### src/rtl/if_stage_s.sv
// Instruction-fetch stage with IF/ID pipeline register. One fetch outstanding at a time,
// a one-entry skid buffer absorbs a response that lands while the pipeline is stalled.
module if_stage_s #(
  parameter int unsigned      XLEN      = 32,
  parameter logic [XLEN-1:0]  RESET_PC  = '0,
  parameter logic [31:0]      NOP_INSTR = 32'h0000_0013
) (
  input  logic            clk,
  input  logic            rst_n,
  input  logic            stall,
  input  logic            flush,
  input  logic [XLEN-1:0] branch_target,
  output logic            imem_req,
  output logic [XLEN-1:0] imem_addr,
  input  logic            imem_valid,
  input  logic [31:0]     imem_rdata,
  output logic            ifid_valid,
  output logic [XLEN-1:0] ifid_pc,
  output logic [31:0]     ifid_instr
);

  typedef enum logic [1:0] {StReq, StWait, StDrop, StFull} state_e;

  state_e          state_q, state_d;
  logic [XLEN-1:0] pc_q, pc_d;
  logic [31:0]     skid_q, skid_d;
  logic            ifid_valid_q, ifid_valid_d;
  logic [XLEN-1:0] ifid_pc_q, ifid_pc_d;
  logic [31:0]     ifid_instr_q, ifid_instr_d;

  logic            load;
  logic [31:0]     load_instr;

  // Fetch FSM and PC sequencing.
  always_comb begin
    state_d    = state_q;
    pc_d       = pc_q;
    skid_d     = skid_q;
    load       = 1'b0;
    load_instr = '0;
    unique case (state_q)
      StReq: begin
        if (flush) begin
          pc_d = branch_target;
        end else begin
          state_d = StWait;
        end
      end
      StWait: begin
        if (flush) begin
          pc_d    = branch_target;
          state_d = imem_valid ? StReq : StDrop;
        end else if (imem_valid) begin
          if (stall) begin
            skid_d  = imem_rdata;
            state_d = StFull;
          end else begin
            load       = 1'b1;
            load_instr = imem_rdata;
            pc_d       = pc_q + XLEN'(4);
            state_d    = StReq;
          end
        end
      end
      StDrop: begin
        // The response still in flight belongs to the killed path.
        if (flush) begin
          pc_d = branch_target;
        end
        if (imem_valid) begin
          state_d = StReq;
        end
      end
      StFull: begin
        if (flush) begin
          skid_d  = '0;
          pc_d    = branch_target;
          state_d = StReq;
        end else if (!stall) begin
          load       = 1'b1;
          load_instr = skid_q;
          pc_d       = pc_q + XLEN'(4);
          state_d    = StReq;
        end
      end
      default: state_d = StReq;
    endcase
  end

  // IF/ID register: flush > stall > load > bubble.
  always_comb begin
    ifid_valid_d = ifid_valid_q;
    ifid_pc_d    = ifid_pc_q;
    ifid_instr_d = ifid_instr_q;
    if (flush) begin
      ifid_valid_d = 1'b0;
      ifid_pc_d    = '0;
      ifid_instr_d = NOP_INSTR;
    end else if (stall) begin
      ifid_valid_d = ifid_valid_q;
    end else if (load) begin
      ifid_valid_d = 1'b1;
      ifid_pc_d    = pc_q;
      ifid_instr_d = load_instr;
    end else begin
      ifid_valid_d = 1'b0;
      ifid_instr_d = NOP_INSTR;
    end
  end

  always_ff @(posedge clk or negedge rst_n) begin
    if (!rst_n) begin
      state_q      <= StReq;
      pc_q         <= RESET_PC;
      skid_q       <= '0;
      ifid_valid_q <= 1'b0;
      ifid_pc_q    <= '0;
      ifid_instr_q <= NOP_INSTR;
    end else begin
      state_q      <= state_d;
      pc_q         <= pc_d;
      skid_q       <= skid_d;
      ifid_valid_q <= ifid_valid_d;
      ifid_pc_q    <= ifid_pc_d;
      ifid_instr_q <= ifid_instr_d;
    end
  end

  // Gated by rst_n so the request drops the instant reset asserts.
  assign imem_req   = rst_n && (state_q == StReq) && !flush;
  assign imem_addr  = pc_q;
  assign ifid_valid = ifid_valid_q;
  assign ifid_pc    = ifid_pc_q;
  assign ifid_instr = ifid_instr_q;

endmodule

### config.mk
export PLATFORM = sky130hd
export DESIGN_NAME = if_stage_s
export DESIGN_NICKNAME = d
export VERILOG_FILES = /design/src/rtl/if_stage_s.sv
export SDC_FILE = /design/constraint.sdc
export NUM_CORES = 1
export LEC_CHECK = 0
export ABC_AREA = 1
export CORE_MARGIN = 2
export CORE_UTILIZATION = 45
export CTS_CLUSTER_DIAMETER = 80
export DETAILED_ROUTE_END_ITERATION = 8
export PLACE_DENSITY = 0.82
export SYNTH_ARGS = -nofsm -noshare
export SYNTH_HDL_FRONTEND = slang
export SYNTH_SLANG_ARGS = --single-unit
### constraint.sdc
create_clock -name clk -period 1.6 [get_ports clk]
set_input_delay 0.4 -clock clk [delete_from_list [all_inputs] [get_ports clk]]
set_output_delay 0.4 -clock clk [all_outputs]
set_load 0.005 [all_outputs]
# ---- After elaboration in Yosys (flattened, before gate mapping)
# Cells that the tools add are included.
dict set report op_classes {
  n_eq_ne 13
  n_addsub 1
  div 0
  muxes 36
  n_lt_le_gt_ge 0
  mul 0
  n_bitwise 0
  reduce_logical 11
  shift 0
}
# operator n
set ops {}
lappend ops {{two-way mux 32 bit} 16}
lappend ops {{case mux 32 bit (2 select lines)} 2}
lappend ops {{case mux 32 bit (3 select lines)} 1}
lappend ops {{adder 32 x 3 -> 32 bit, second input constant} 1}
lappend ops {{two-way mux 2 bit} 8}
lappend ops {{inequality test 2 bit, second input constant} 6}
lappend ops {{case mux 2 bit (4 select lines)} 1}
lappend ops {{two-way mux 1 bit} 7}
lappend ops {{inequality test 3 bit, second input constant} 2}
lappend ops {{AND reduction 5 bit} 1}
lappend ops {{== test 2 bit, second input constant} 2}
lappend ops {{inequality test 2 x 1 -> 1 bit, second input constant} 2}
lappend ops {{AND reduction 2 bit} 2}
lappend ops {{AND reduction 4 bit} 1}
lappend ops {{nonzero test 2 bit} 2}
lappend ops {{== test 2 x 1 -> 1 bit, second input constant} 1}
lappend ops {{logical AND 1 bit} 2}
lappend ops {{logical NOT 2 bit} 1}
lappend ops {{case mux 1 bit (2 select lines)} 1}
lappend ops {{OR reduction 2 bit} 1}
lappend ops {{logical NOT 1 bit} 1}
dict set report word_totals {
  input_bits 69
  mem_count 0
  wordCells 67
  ram_bits 0
  output_inout_bits 98
  romBits 0
  latch_bits 0
  regBits 131
}

# ---- Depth between registers and ports, before layout
# Gate-level depths: netlist of run 1.
dict set report logic_depth {
  word_depth 7
  mapped_depth 10
  ltp_nobuf 10
}

# ---- Worst setup path after synthesis of run 1
# No wires, ideal clock.
dict set report synth_path {
  path_kind {register to register}
  from {register pc_q[3], in the netlist imem_addr[3]}
  to {register pc_q[12], in the netlist imem_addr[12]}
  setup_ns 0.123
  slack_ns 0.150
  stages_incl_launch_ff 8
  required_ns 1.477
  arrival_ns 1.327
  synth_period_minus_slack_ns 1.450
  path_cell_list {dfrtp_1 -> ha_1 -> nand2_1 -> nor2_1 -> nand3_1 -> xor2_1 -> o21ai_0 -> nand2_1}
}
dict set report synth_via {
  elab_chain_cells 5
  word_cells_on_any_way 6
  cone_classes {add/sub: 1; mux: 5}
}
# item line_no
set synth_lines {}
lappend synth_lines {{from (decl)} 25} ;# logic [XLEN-1:0] pc_q, pc_d;
lappend synth_lines {{from (signal assigned)} 121} ;# pc_q <= pc_d;
lappend synth_lines {{adder 32 x 3 -> 32 bit (*)} {60, 82}}
lappend synth_lines {{two-way mux 32 bit (*)} {54, 79}}
lappend synth_lines {{two-way mux 32 bit} 53} ;# end else if (imem_valid) begin
lappend synth_lines {{two-way mux 32 bit} 50} ;# if (flush) begin
lappend synth_lines {{case mux 32 bit (3 select lines) (*)} 41} ;# unique case (state_q)
# Every way passes the cells marked *; elsewhere a longest branch is shown, timed or not. The select of a mux whose other input is x is not followed.
# A chain may end at the register's enable or synchronous reset.

# ---- Worst setup path after layout of run 1
dict set report layout_path {
  from {register state_q[0]}
  to {register pc_q[7], in the netlist imem_addr[7]}
}
dict set report layout_via {
  elab_chain_cells 4
  word_cells_on_any_way 9
  cone_classes {eq/ne: 5; mux: 1; reduce/logical: 3}
}
# item line_no
set layout_lines {}
lappend layout_lines {{from (decl)} 24} ;# state_e state_q, state_d;
lappend layout_lines {{from (signal assigned)} 113} ;# state_q <= StReq;
lappend layout_lines {{from (signal assigned)} 120} ;# state_q <= state_d;
lappend layout_lines {{== test 2 bit / logical NOT 2 bit (equally long branches)} 41}
lappend layout_lines {{OR reduction 2 bit (no line)} n/a}
lappend layout_lines {{inequality test 2 x 1 -> 1 bit (no line)} n/a}
lappend layout_lines {{AND reduction 2 bit (no line)} n/a}
# Parallel ways exist; a longest one is shown, timed or not.

==> results of run 1 <==
## repair_timing
action / in CTS / in global routing
resized for setup: 124 / 55
gates cloned: 0 / 6
setup endpoints to repair: 116 / 31
setup buffers: 46 / 12
pin swaps: 2 / 9
hold buffers: 0 / 0
## metrics by stage
stage / hold WS, ns / instance area, sq um
2_1_floorplan: 0.104 / 6400
3_3_place_gp: 0.456 / 8540
3_5_place_dp: 0.460 / 8540
4_1_cts: 0.213 / 9360
5_1_grt: 0.245 / 9680
6_report: 0.195 / 9680
## cell usage in the layout, fill, tap and decap left out, drive strengths merged, types with 4 or more instances in the layout
master         synthesis  layout
dlygate4sd2            0      92
o21ai                 56      56
nand4                  4       4
buf                   27     109
inv                  114     117
o22ai                 67      67
nand2                196     196
a21oi                 12      12
clkbuf                10      26
clkinv                 0       7
nor2                  96      96
nand3                 35      35
clkinvlp               0       6
a22o                  30      30
clkdlybuf4s50          0      66
dfrtp                128     128
## power groups by stage
stage	Sequential, mW	Clock, mW	Combinational (mW)
finish	4.60	3.71	5.23
CTS	4.57	3.73	4.75
global route	4.67	3.89	5.70
global placement	4.76	0	4.34
detailed placement	4.79	0	4.44
floorplan	4.71	0	2.24
## logic make-up (layout without fill, tap and decap cells)
logic type	after synthesis	after routing	share of synthesized area
AND/OR/NAND/NOR	334	334	0.212
flip-flops	131	131	0.513
XOR/XNOR	3	3	0.00411
adder cells (fa/ha/maj)	1	1	0.00195
buffers and inverters	151	425	0.100
AO/OA/AOI/OAI	172	172	0.169
## final cells by class
type	count	area (sq um)	area share
multi-input cells	510	2630	0.271
inverters	114	450	0.0465
repair buffers	276	2500	0.259
flip-flops and latches	131	3290	0.340
clock inverters	14	133	0.0137
well taps	180	225	0.0233
clock buffers	18	429	0.0443
repair inverters	3	22.5	0.00233
## routing by layer
metal	vias to the layer above	part of all wire	track usage
met2	337	0.48	0.440
met3	50	0.10	0.0660
met1	3201	0.40	0.363
met5	-	0	0
met4	0	0.025	0.109
li1	3117	-	-
## state kept, by name (all words and copies together), names as in the netlist
register	flops
state_q	2
skid_q	32
ifid_pc	32
ifid_instr	32
ifid_valid	1
imem_addr	32
## worst max path at each step
stage                 startpoint             to  slack (ns)  cells after the start
finish                state_q[0]   imem_addr[7]       -0.06                     11
global route          state_q[0]  imem_addr[14]       -0.17                     12
CTS                   state_q[1]       imem_req       -0.04                      4
detailed placement         flush  imem_addr[11]       -0.51                     10
global placement           flush       imem_req       -0.47                      3
floorplan           imem_addr[3]  imem_addr[12]        0.15                      7
## worst max-delay path: cells and delay by family, from the launching register on
family,cells,cell delay (ns)
AOI/OAI and AO/OA,2,0.18
and+or+nand+nor,4,0.39
buffers and inverters,5,0.58
DFF,1,0.39
==> impl_metrics.toml, run 1 <==
[setup_path]
cp_cell_sequence = "buf_4 -> nand2_2 -> nand2_2 -> nand2_2 -> inv_4 -> nor2_8 -> buf_12 -> buf_4 -> inv_6 -> a21oi_1 -> a21oi_1"
cp_common_cell = "nand2_2"
reg2reg_slack_ns = -0.06
reg2reg_depth = 11
crit_path_end_kind = "flop"
r2r-start = "state_q[0]"
startpoint_type = "flop"
max_stage_delay_ns = 0.39
critPathSlowestCell = "dfrtp_1"
r2r_end = "imem_addr[7]"
critical_path_class = "reg -> reg"
cp_max_fo = 6
cp.required_ns = 1.90
critPathArrivalTime_ns = 1.97

[layout]
synthToLayoutAreaGrowth_pct = 51.3
fillers = 1054
utilization = 0.698
layout-drive-gt1-share = 0.197
final_cells = 1246
nNetsFinal = 1123
antenna_cells = 0

[global_route]
antenna_found_initial = 0
grt_pass1_wl_microns = 31900
grt_usage = 0.275
grt_overflow_total = 0
grt_pass1_vias = 6329
grt_max_degree = 80

[floorplanning]
die_y_microns = 123
start_util = 0.461
dieArea_sq_um = 15200
core_sq_um = 13900
rows = 43
die_w_microns = 123
io_pins = 167

[logic_synthesis]
synth_area_leaders = "dfrtp_1 (50%), nand2_1 (11%), o22ai_1 (6.5%)"
synthDominantCellAreaShare = 0.500
netlist_area_sq_um = 6400
synth_fp_nets = 862
yosysMostFrequentCell = "nand2_1"
postSynthCellCount = 792
ys_types = 32
ys_async_sr_fraction = 1.00
synth_commonest_cells = "nand2_1 (193), dfrtp_1 (128), inv_1 (110)"
synth-edff-count = 0
avgSynthCellArea_sq_um = 8.08
synth_top_area_cell = "dfrtp_1"
synthFlopType = "dfrtp_1"
ys_seq_area_frac = 0.513
synth.yosys.warnings = 0
synth_seq_cells = 131

[power_and_ir_drop]
clockPowerShare = 0.274
total_power_mw = 13.5
irDropWorstVdd_v = 0.000911
p_leak_nw = 4.90
pwr-share-comb = 0.387
p_switching_mw = 4.96
intPower_mw = 8.58
swShare = 0.366
powerDensity_nw_per_um2 = 1400
p_seq_frac = 0.340

[sta]
worst_slew_pin_slew_ns = 1.01
setup_ws_ns = -0.0622
period_needed_ns = 1.66
fin_skew_ns = 0.00751
finalCritPeriodShare = 1.04
slew_violations = 0
max_freq_ghz = 0.602
tns_ns = -0.438
rsz0062_at_grt = "true"
finalSetupViolCount = 14
max_slew_margin = 0.324
finalHoldViolCount = 0

[cts]
clock_latency_ns = 0.43
numCtsBuffers = 17
ctsHtreeMaxLevel = 4
clkTransAtPathRegs_ns = 0.06
cts_sinks = 131
clk_path_buf_depth = 2
tritoncts = "yes"
cts-root-buf = "clkbuf_16"

[route]
first_pass_iters = 6
dr_total_vias = 6705
avgRoutedWirePerCell_microns = 17.2
totalWireLength_microns = 21500
drtIter0Drc = 842
routed_via_density = 5.38
drc = 0
final_antenna_net_count = 0

[placement]
place_hpwl_microns = 13900
pre_cts_ws_ns = -0.510
numPortBuffers = 166
numPlacedInstances = 1151
place.gp.congestion = 0.929

[job]
drv_cap = 0

[status]
status = "finished with violations"
failed_checks = "negative setup slack"

[min_path]
hp-class = "in -> async"
No activity file was read; power rests on OpenSTA's default activity.
==> run 2: changes to the inputs <==
Settings changed: CTS_CLUSTER_SIZE set to 28.
==> results of run 2 <==
Final layout, timing and power as in run 1 (identical DEF).
